==> config.mk <==
export PLATFORM = sky130hd
export DESIGN_NAME = cmp_search_engine_flat
export DESIGN_NICKNAME = d
export VERILOG_FILES = /design/src/rtl/cmp_search_engine_pkg.sv /design/src/rtl/cmp_search_engine_if.sv /design/src/rtl/cmp_search_engine.sv /design/src/flat_wrapper.sv
export SDC_FILE = /design/constraint.sdc
export NUM_CORES = 1
export LEC_CHECK = 0
export BUFFER_PORTS_ARGS = -buffer_cell sky130_fd_sc_hd__buf_2
export CAP_MARGIN = 20
export CORE_ASPECT_RATIO = 0.9
export CORE_UTILIZATION = 40
export CTS_BUF_LIST = sky130_fd_sc_hd__clkbuf_4
export DETAILED_ROUTE_END_ITERATION = 10
export GPL_ROUTABILITY_DRIVEN = 0
export PLACE_DENSITY = 0.64
export SLEW_MARGIN = 20
export SYNTH_ARGS = -nofsm -noshare
export SYNTH_HDL_FRONTEND = slang
export SYNTH_SLANG_ARGS = --single-unit
==> constraint.sdc <==
create_clock -name clk -period 2.2 [get_ports clk]
set_clock_uncertainty 0.05 [all_clocks]
set_input_delay 0 -clock clk [delete_from_list [all_inputs] [get_ports clk]]
set_output_delay 0 -clock clk [all_outputs]
set_load 0.01 [all_outputs]
==> src/rtl/cmp_search_engine_pkg.sv <==
// Shared types for the comparator-driven binary search engine.
// State encodings and flag bit positions within {g, l, e}.
package cmp_search_engine_pkg;

  typedef enum logic [1:0] {
    S_IDLE,
    S_WAIT,
    S_EVAL
  } state_t;

  localparam int FLAG_G = 2;
  localparam int FLAG_L = 1;
  localparam int FLAG_E = 0;

  localparam logic [2:0] F_G = 3'b1 << FLAG_G;
  localparam logic [2:0] F_L = 3'b1 << FLAG_L;
  localparam logic [2:0] F_E = 3'b1 << FLAG_E;

endpackage

==> src/rtl/cmp_search_engine_if.sv <==
// Control and comparator bundle between the search engine and its peers.
// The engine is the slave; the controller and comparator form the master side.
interface cmp_search_engine_if #(
  parameter int WIDTH = 4
);

  logic             start;
  logic             busy;
  logic             done;
  logic             error;
  logic [WIDTH-1:0] result;
  logic [WIDTH-1:0] guess;
  logic             cmp_g;
  logic             cmp_l;
  logic             cmp_e;

  modport master (
    output start,
    output cmp_g,
    output cmp_l,
    output cmp_e,
    input  busy,
    input  done,
    input  error,
    input  result,
    input  guess
  );

  modport slave (
    input  start,
    input  cmp_g,
    input  cmp_l,
    input  cmp_e,
    output busy,
    output done,
    output error,
    output result,
    output guess
  );

endinterface

==> src/rtl/cmp_search_engine.sv <==
// Binary search over a comparator's hidden A operand.
// Each probe drives guess, waits LAT cycles, then narrows lo/hi.
module cmp_search_engine
  import cmp_search_engine_pkg::*;
#(
  parameter int WIDTH = 4,
  parameter int LAT   = 0
) (
  input  logic                   clk,
  input  logic                   rst,
  cmp_search_engine_if.slave     bus
);

  localparam int CW = (LAT > 1) ? $clog2(LAT) : 1;
  localparam logic [WIDTH-1:0] MAX = {WIDTH{1'b1}};

  state_t           state;
  logic [WIDTH-1:0] lo;
  logic [WIDTH-1:0] hi;
  logic [WIDTH-1:0] guess;
  logic [CW-1:0]    cnt;
  logic             busy;
  logic             done;
  logic             error;
  logic [WIDTH-1:0] result;
  logic [2:0]       flags;

  // Extra sum bit keeps lo+hi from overflowing.
  function automatic logic [WIDTH-1:0] mid(
    input logic [WIDTH-1:0] a,
    input logic [WIDTH-1:0] b
  );
    logic [WIDTH:0] s;
    s = {1'b0, a} + {1'b0, b};
    return s[WIDTH:1];
  endfunction

  localparam state_t   PROBE_ST  = (LAT > 0) ? S_WAIT : S_EVAL;
  localparam logic [CW-1:0] PROBE_CNT =
    (LAT > 0) ? CW'(LAT - 1) : '0;

  assign flags = {bus.cmp_g, bus.cmp_l, bus.cmp_e};

  always_ff @(posedge clk or posedge rst) begin
    if (rst) begin
      state  <= S_IDLE;
      lo     <= '0;
      hi     <= MAX;
      guess  <= '0;
      cnt    <= '0;
      busy   <= 1'b0;
      done   <= 1'b0;
      error  <= 1'b0;
      result <= '0;
    end else begin
      done <= 1'b0;
      unique case (state)
        S_IDLE: begin
          if (bus.start) begin
            lo    <= '0;
            hi    <= MAX;
            guess <= mid('0, MAX);
            busy  <= 1'b1;
            cnt   <= PROBE_CNT;
            state <= PROBE_ST;
          end
        end
        S_WAIT: begin
          if (cnt == '0) state <= S_EVAL;
          else           cnt   <= cnt - 1'b1;
        end
        S_EVAL: begin
          unique case (1'b1)
            flags == F_E: begin
              result <= guess;
              error  <= 1'b0;
              done   <= 1'b1;
              busy   <= 1'b0;
              state  <= S_IDLE;
            end
            flags == F_G && guess != hi: begin
              lo    <= guess + 1'b1;
              guess <= mid(guess + 1'b1, hi);
              cnt   <= PROBE_CNT;
              state <= PROBE_ST;
            end
            flags == F_L && guess != lo: begin
              hi    <= guess - 1'b1;
              guess <= mid(lo, guess - 1'b1);
              cnt   <= PROBE_CNT;
              state <= PROBE_ST;
            end
            // Bound hit or flags not one-hot.
            default: begin
              result <= guess;
              error  <= 1'b1;
              done   <= 1'b1;
              busy   <= 1'b0;
              state  <= S_IDLE;
            end
          endcase
        end
        default: state <= S_IDLE;
      endcase
    end
  end

  assign bus.guess  = guess;
  assign bus.busy   = busy;
  assign bus.done   = done;
  assign bus.error  = error;
  assign bus.result = result;

endmodule

==> src/flat_wrapper.sv <==
// flat-port wrapper written by rule: the top's interface ports become plain ports
module cmp_search_engine_flat import cmp_search_engine_pkg::*;
#(
  parameter int WIDTH = 4,
  parameter int LAT   = 0
)
  (clk, rst, bus_start, bus_cmp_g, bus_cmp_l, bus_cmp_e, bus_busy, bus_done, bus_error, bus_result, bus_guess);
  cmp_search_engine_if #(.WIDTH(WIDTH)) bus_i ();
  input  logic clk;
  input  logic rst;
  input wire logic [$bits(bus_i.start)-1:0] bus_start;
  input wire logic [$bits(bus_i.cmp_g)-1:0] bus_cmp_g;
  input wire logic [$bits(bus_i.cmp_l)-1:0] bus_cmp_l;
  input wire logic [$bits(bus_i.cmp_e)-1:0] bus_cmp_e;
  output wire logic [$bits(bus_i.busy)-1:0] bus_busy;
  output wire logic [$bits(bus_i.done)-1:0] bus_done;
  output wire logic [$bits(bus_i.error)-1:0] bus_error;
  output wire logic [$bits(bus_i.result)-1:0] bus_result;
  output wire logic [$bits(bus_i.guess)-1:0] bus_guess;
  assign bus_i.start = bus_start;
  assign bus_i.cmp_g = bus_cmp_g;
  assign bus_i.cmp_l = bus_cmp_l;
  assign bus_i.cmp_e = bus_cmp_e;
  assign bus_busy = bus_i.busy;
  assign bus_done = bus_i.done;
  assign bus_error = bus_i.error;
  assign bus_result = bus_i.result;
  assign bus_guess = bus_i.guess;
  cmp_search_engine #(.WIDTH(WIDTH), .LAT(LAT)) u_core (.clk(clk), .rst(rst), .bus(bus_i));
endmodule
==> summary.txt <==
Clock network
  – Max Buffers Root-to-Sink: 2
  – CTS tree: built
  – CTS Root Cell: clkbuf_4
  – Clk Latency, worst-skew pair: 0.31 ns
  – TritonCTS sink count: 20
  – Number of H-tree levels: 1
  – Worst-path clk slew: 0.12 ns
  – CTS buffer count: 3

Critical path
  – CP Launch Point: u_core.bus.guess[1]
  – Slowest stage delay, CP: 0.40 ns
  – CP max-delay cell: dfrtp_1
  – Worst setup SP type: register
  – Critical Path AT: 2.28 ns
  – Worst setup EP type: register
  – Crit path kind: reg -> reg
  – WP data required: 2.36 ns
  – Crit-path max FO: 7
  – R2r startpoint: u_core.bus.guess[1]
  – Worst-path cell chain: buf_4 -> ha_2 -> xor2_2 -> ha_1 -> a21o_1 -> a21oi_1 -> o22ai_1 -> a31o_2

Placement
  – Dpl ws: 0.0861 ns
  – Port bufs: 16
  – Placed cells: 184
  – Detailed Place HPWL: 2.09 mm

Layout
  – Final non-filler cell total: 193
  – Synth-to-layout area growth: 18.8%
  – ANT cells: 0
  – Nets: 171
  – Fraction of layout cells with a size suffix above 1: 29.1%

Floorplanning
  – Die width: 62.3 um
  – Starting Density: 42.4%
  – IO Pins: 17
  – Core area: 0.00309 mm2
  – Die ar.: 0.00351 mm2
  – Die Span Y: 56.3 um
  – Cell Rows: 19

Timing
  – Worst-margin pin slew: 0.770 ns
  – Final Cycle Share: 96.1%
  – Clock period minus worst slack: 2.12 ns
  – Fin. max-slew vios: 0
  – Fmax: 473 MHz
  – Hold_ws: 0.175 ns
  – Final setup fails: 0
  – Hold Vio Cnt, Final: 0
  – Slew HR: 48.6%
  – PnR worst setup slack: 0.0848 ns

Detailed routing
  – DR iter-0 viols: 38
  – Post-Route WL: 2.91 mm
  – Drt wl/cell: 15.1 um
  – DR DRC count: 0
  – Via count: 977
  – Via-to-Cell Ratio: 5.06
  – Detailed Routing Iterations Pass 1: 4
  – Antenna viol nets, final: 0

Power and ir drop
  – Power per Cell Area: 1040 mW/mm2
  – Peak VDD IR: 0.524 mV
  – Total power: 1.62 mW
  – Leak Pwr: 0.749 nW

Job
  – Max-cap violation count: 0

Synthesis
  – Post-synth EDFFs: 0
  – Synthesized instance count: 125
  – Mapped Area: 0.00131 mm2
  – Register area share after synthesis: 38.6%
  – Ys Warns: 0
  – #FFs+latches synth: 20
  – Synth unique cells: 34
  – Synth Net Count: 144
  – Avg Inst Size Synth: 10.5 um2
  – Ys flop type: dfrtp_1
  – FFs w/ async S/R, synth: 100%

Global route
  – Vias in the first global route: 1060
  – Initial antenna violation count: 0
  – All-Layer GR Usage: 18.2%
  – Global route total overflow: 0
  – Global-route wire length before repair: 4.91 mm
  – Pin count of the biggest net entering global routing: 21

Min path
  – Hold Startpoint: bus_cmp_g
  – Worst Hold Class: in -> reg

Status
  – Status: complete, no violations
==> worst max-delay path, delay by kind of cell (launching register included) <==
family | cells | cell delay (ns)
adder cells (fa/ha/maj) | 2 | 0.49
flip-flops | 1 | 0.40
buffers and inverters | 1 | 0.17
AO/OA/AOI/OAI | 4 | 0.65
XOR/XNOR | 1 | 0.25
==> layer usage <==
metal  GRT usage, %  up-vias  part of all wire, %  wire length, um
li1               -      482                    -                -
met1           24.2      473                   48             1410
met2           29.7       17                   46             1350
met3           4.47        5                  3.7              107
met4           4.65        0                  1.5               43
met5              0        -                    0                0
==> cells in the mapped netlist (2+ instances only) <==
| cell type | instances | area (um2) |
|---|---|---|
| inv_1 | 12 | 45.0 |
| o22ai_1 | 5 | 31.3 |
| fa_1 | 2 | 40.0 |
| dfstp_2 | 4 | 105 |
| nor3_1 | 5 | 25.0 |
| ha_1 | 11 | 138 |
| dfrtp_1 | 16 | 400 |
| a31oi_1 | 2 | 12.5 |
| xor2_1 | 5 | 43.8 |
| xnor2_1 | 9 | 78.8 |
| mux2_4 | 5 | 75.1 |
| a21oi_1 | 8 | 40.0 |
| nand3_1 | 3 | 15.0 |
| mux2i_1 | 5 | 50.1 |
| o21ai_0 | 3 | 15.0 |
| a21o_1 | 3 | 22.5 |
| nand2_1 | 10 | 37.5 |
==> kinds of logic (layout without fill, tap and decap cells) <==
| logic type | Yosys count | count (layout) | synth area share, % |
|---|---|---|---|
| AO/OA/AOI/OAI | 25 | 25 | 12.4 |
| XOR/XNOR | 14 | 14 | 9.36 |
| adder cells (fa/ha/maj) | 13 | 13 | 13.6 |
| buffers and inverters | 18 | 44 | 6.59 |
| flip-flops | 20 | 20 | 38.6 |
| multiplexers | 11 | 11 | 10.4 |
| AND/OR/NAND/NOR | 24 | 24 | 9.07 |
==> metrics by stage <==
stage | TNS (ns) | area, um2 | util, %
floorplan | 0 | 1310 | -
global placement | 0 | 1450 | 47.0
detailed placement | 0 | 1450 | 47.0
CTS | 0 | 1520 | 49.2
global route | -0.0237 | 1560 | 50.4
finish | 0 | 1560 | 50.4
==> sequential cells by signal, summed over array words and instances (netlist names) <==
register	cells
u_core.bus.done	1
u_core.hi	4
u_core.state	1
u_core.bus.error	1
u_core.bus.result	4
u_core.bus.busy	1
u_core.lo	4
u_core.bus.guess	4
==> final timing paths <==
check / slack [ns] / cells after the start / end
setup reg to reg: 0.08 / 8 / u_core.bus.guess[3]
hold reg to reg: 0.47 / 2 / u_core.lo[0]
setup / recovery: 0.08 / 8 / u_core.bus.guess[3]
min in group asynchronous: 0.30 / 3 / u_core.bus.result[1]
max in group asynchronous: 1.32 / 3 / u_core.state[1]
hold / removal: 0.17 / 4 / u_core.state[1]
==> repair_timing <==
action,CTS,global route
gates resized for setup,0,6
endpoints found under the hold margin,23,0
setup buffers,0,1
hold buffers,4,0
setup endpoints to repair,0,3
==> cells in the final DEF, fill, tap and decap left out, drive strengths merged <==
cell and count:
a21boi 1, a21o 3, a21oi 8, a22o 1, a31o 1, a31oi 2, a41oi 1, and2 1
and3b 1, buf 24, clkbuf 3, clkinv 1, dfrtp 16, dfstp 4, dlygate4sd3 4, fa 2
ha 11, inv 12, mux2 6, mux2i 5, nand2 10, nand3 3, nand4 1, nor2 1
nor3 5, nor3b 1, o21ai 3, o22ai 5, or3b 1, xnor2 9, xor2 5
==> layout make-up <==
cell class	instances	area (um2)
tap	42	52.6
fill	302	1530
sequential	20	505
inverter	12	45.0
clock buffer	3	22.5
multi-input combinational	87	747
timing repair buffer	28	180
clock inverter	1	3.75
==> report_power, final <==
group          leakage (nW)  internal (mW)  switching, mW
Sequential            0.227          0.449         0.0972
Combinational         0.506          0.442          0.443
Clock                0.0154         0.0665          0.119
Total                 0.749          0.957          0.659
No activity file was read; power rests on OpenSTA's default activity.
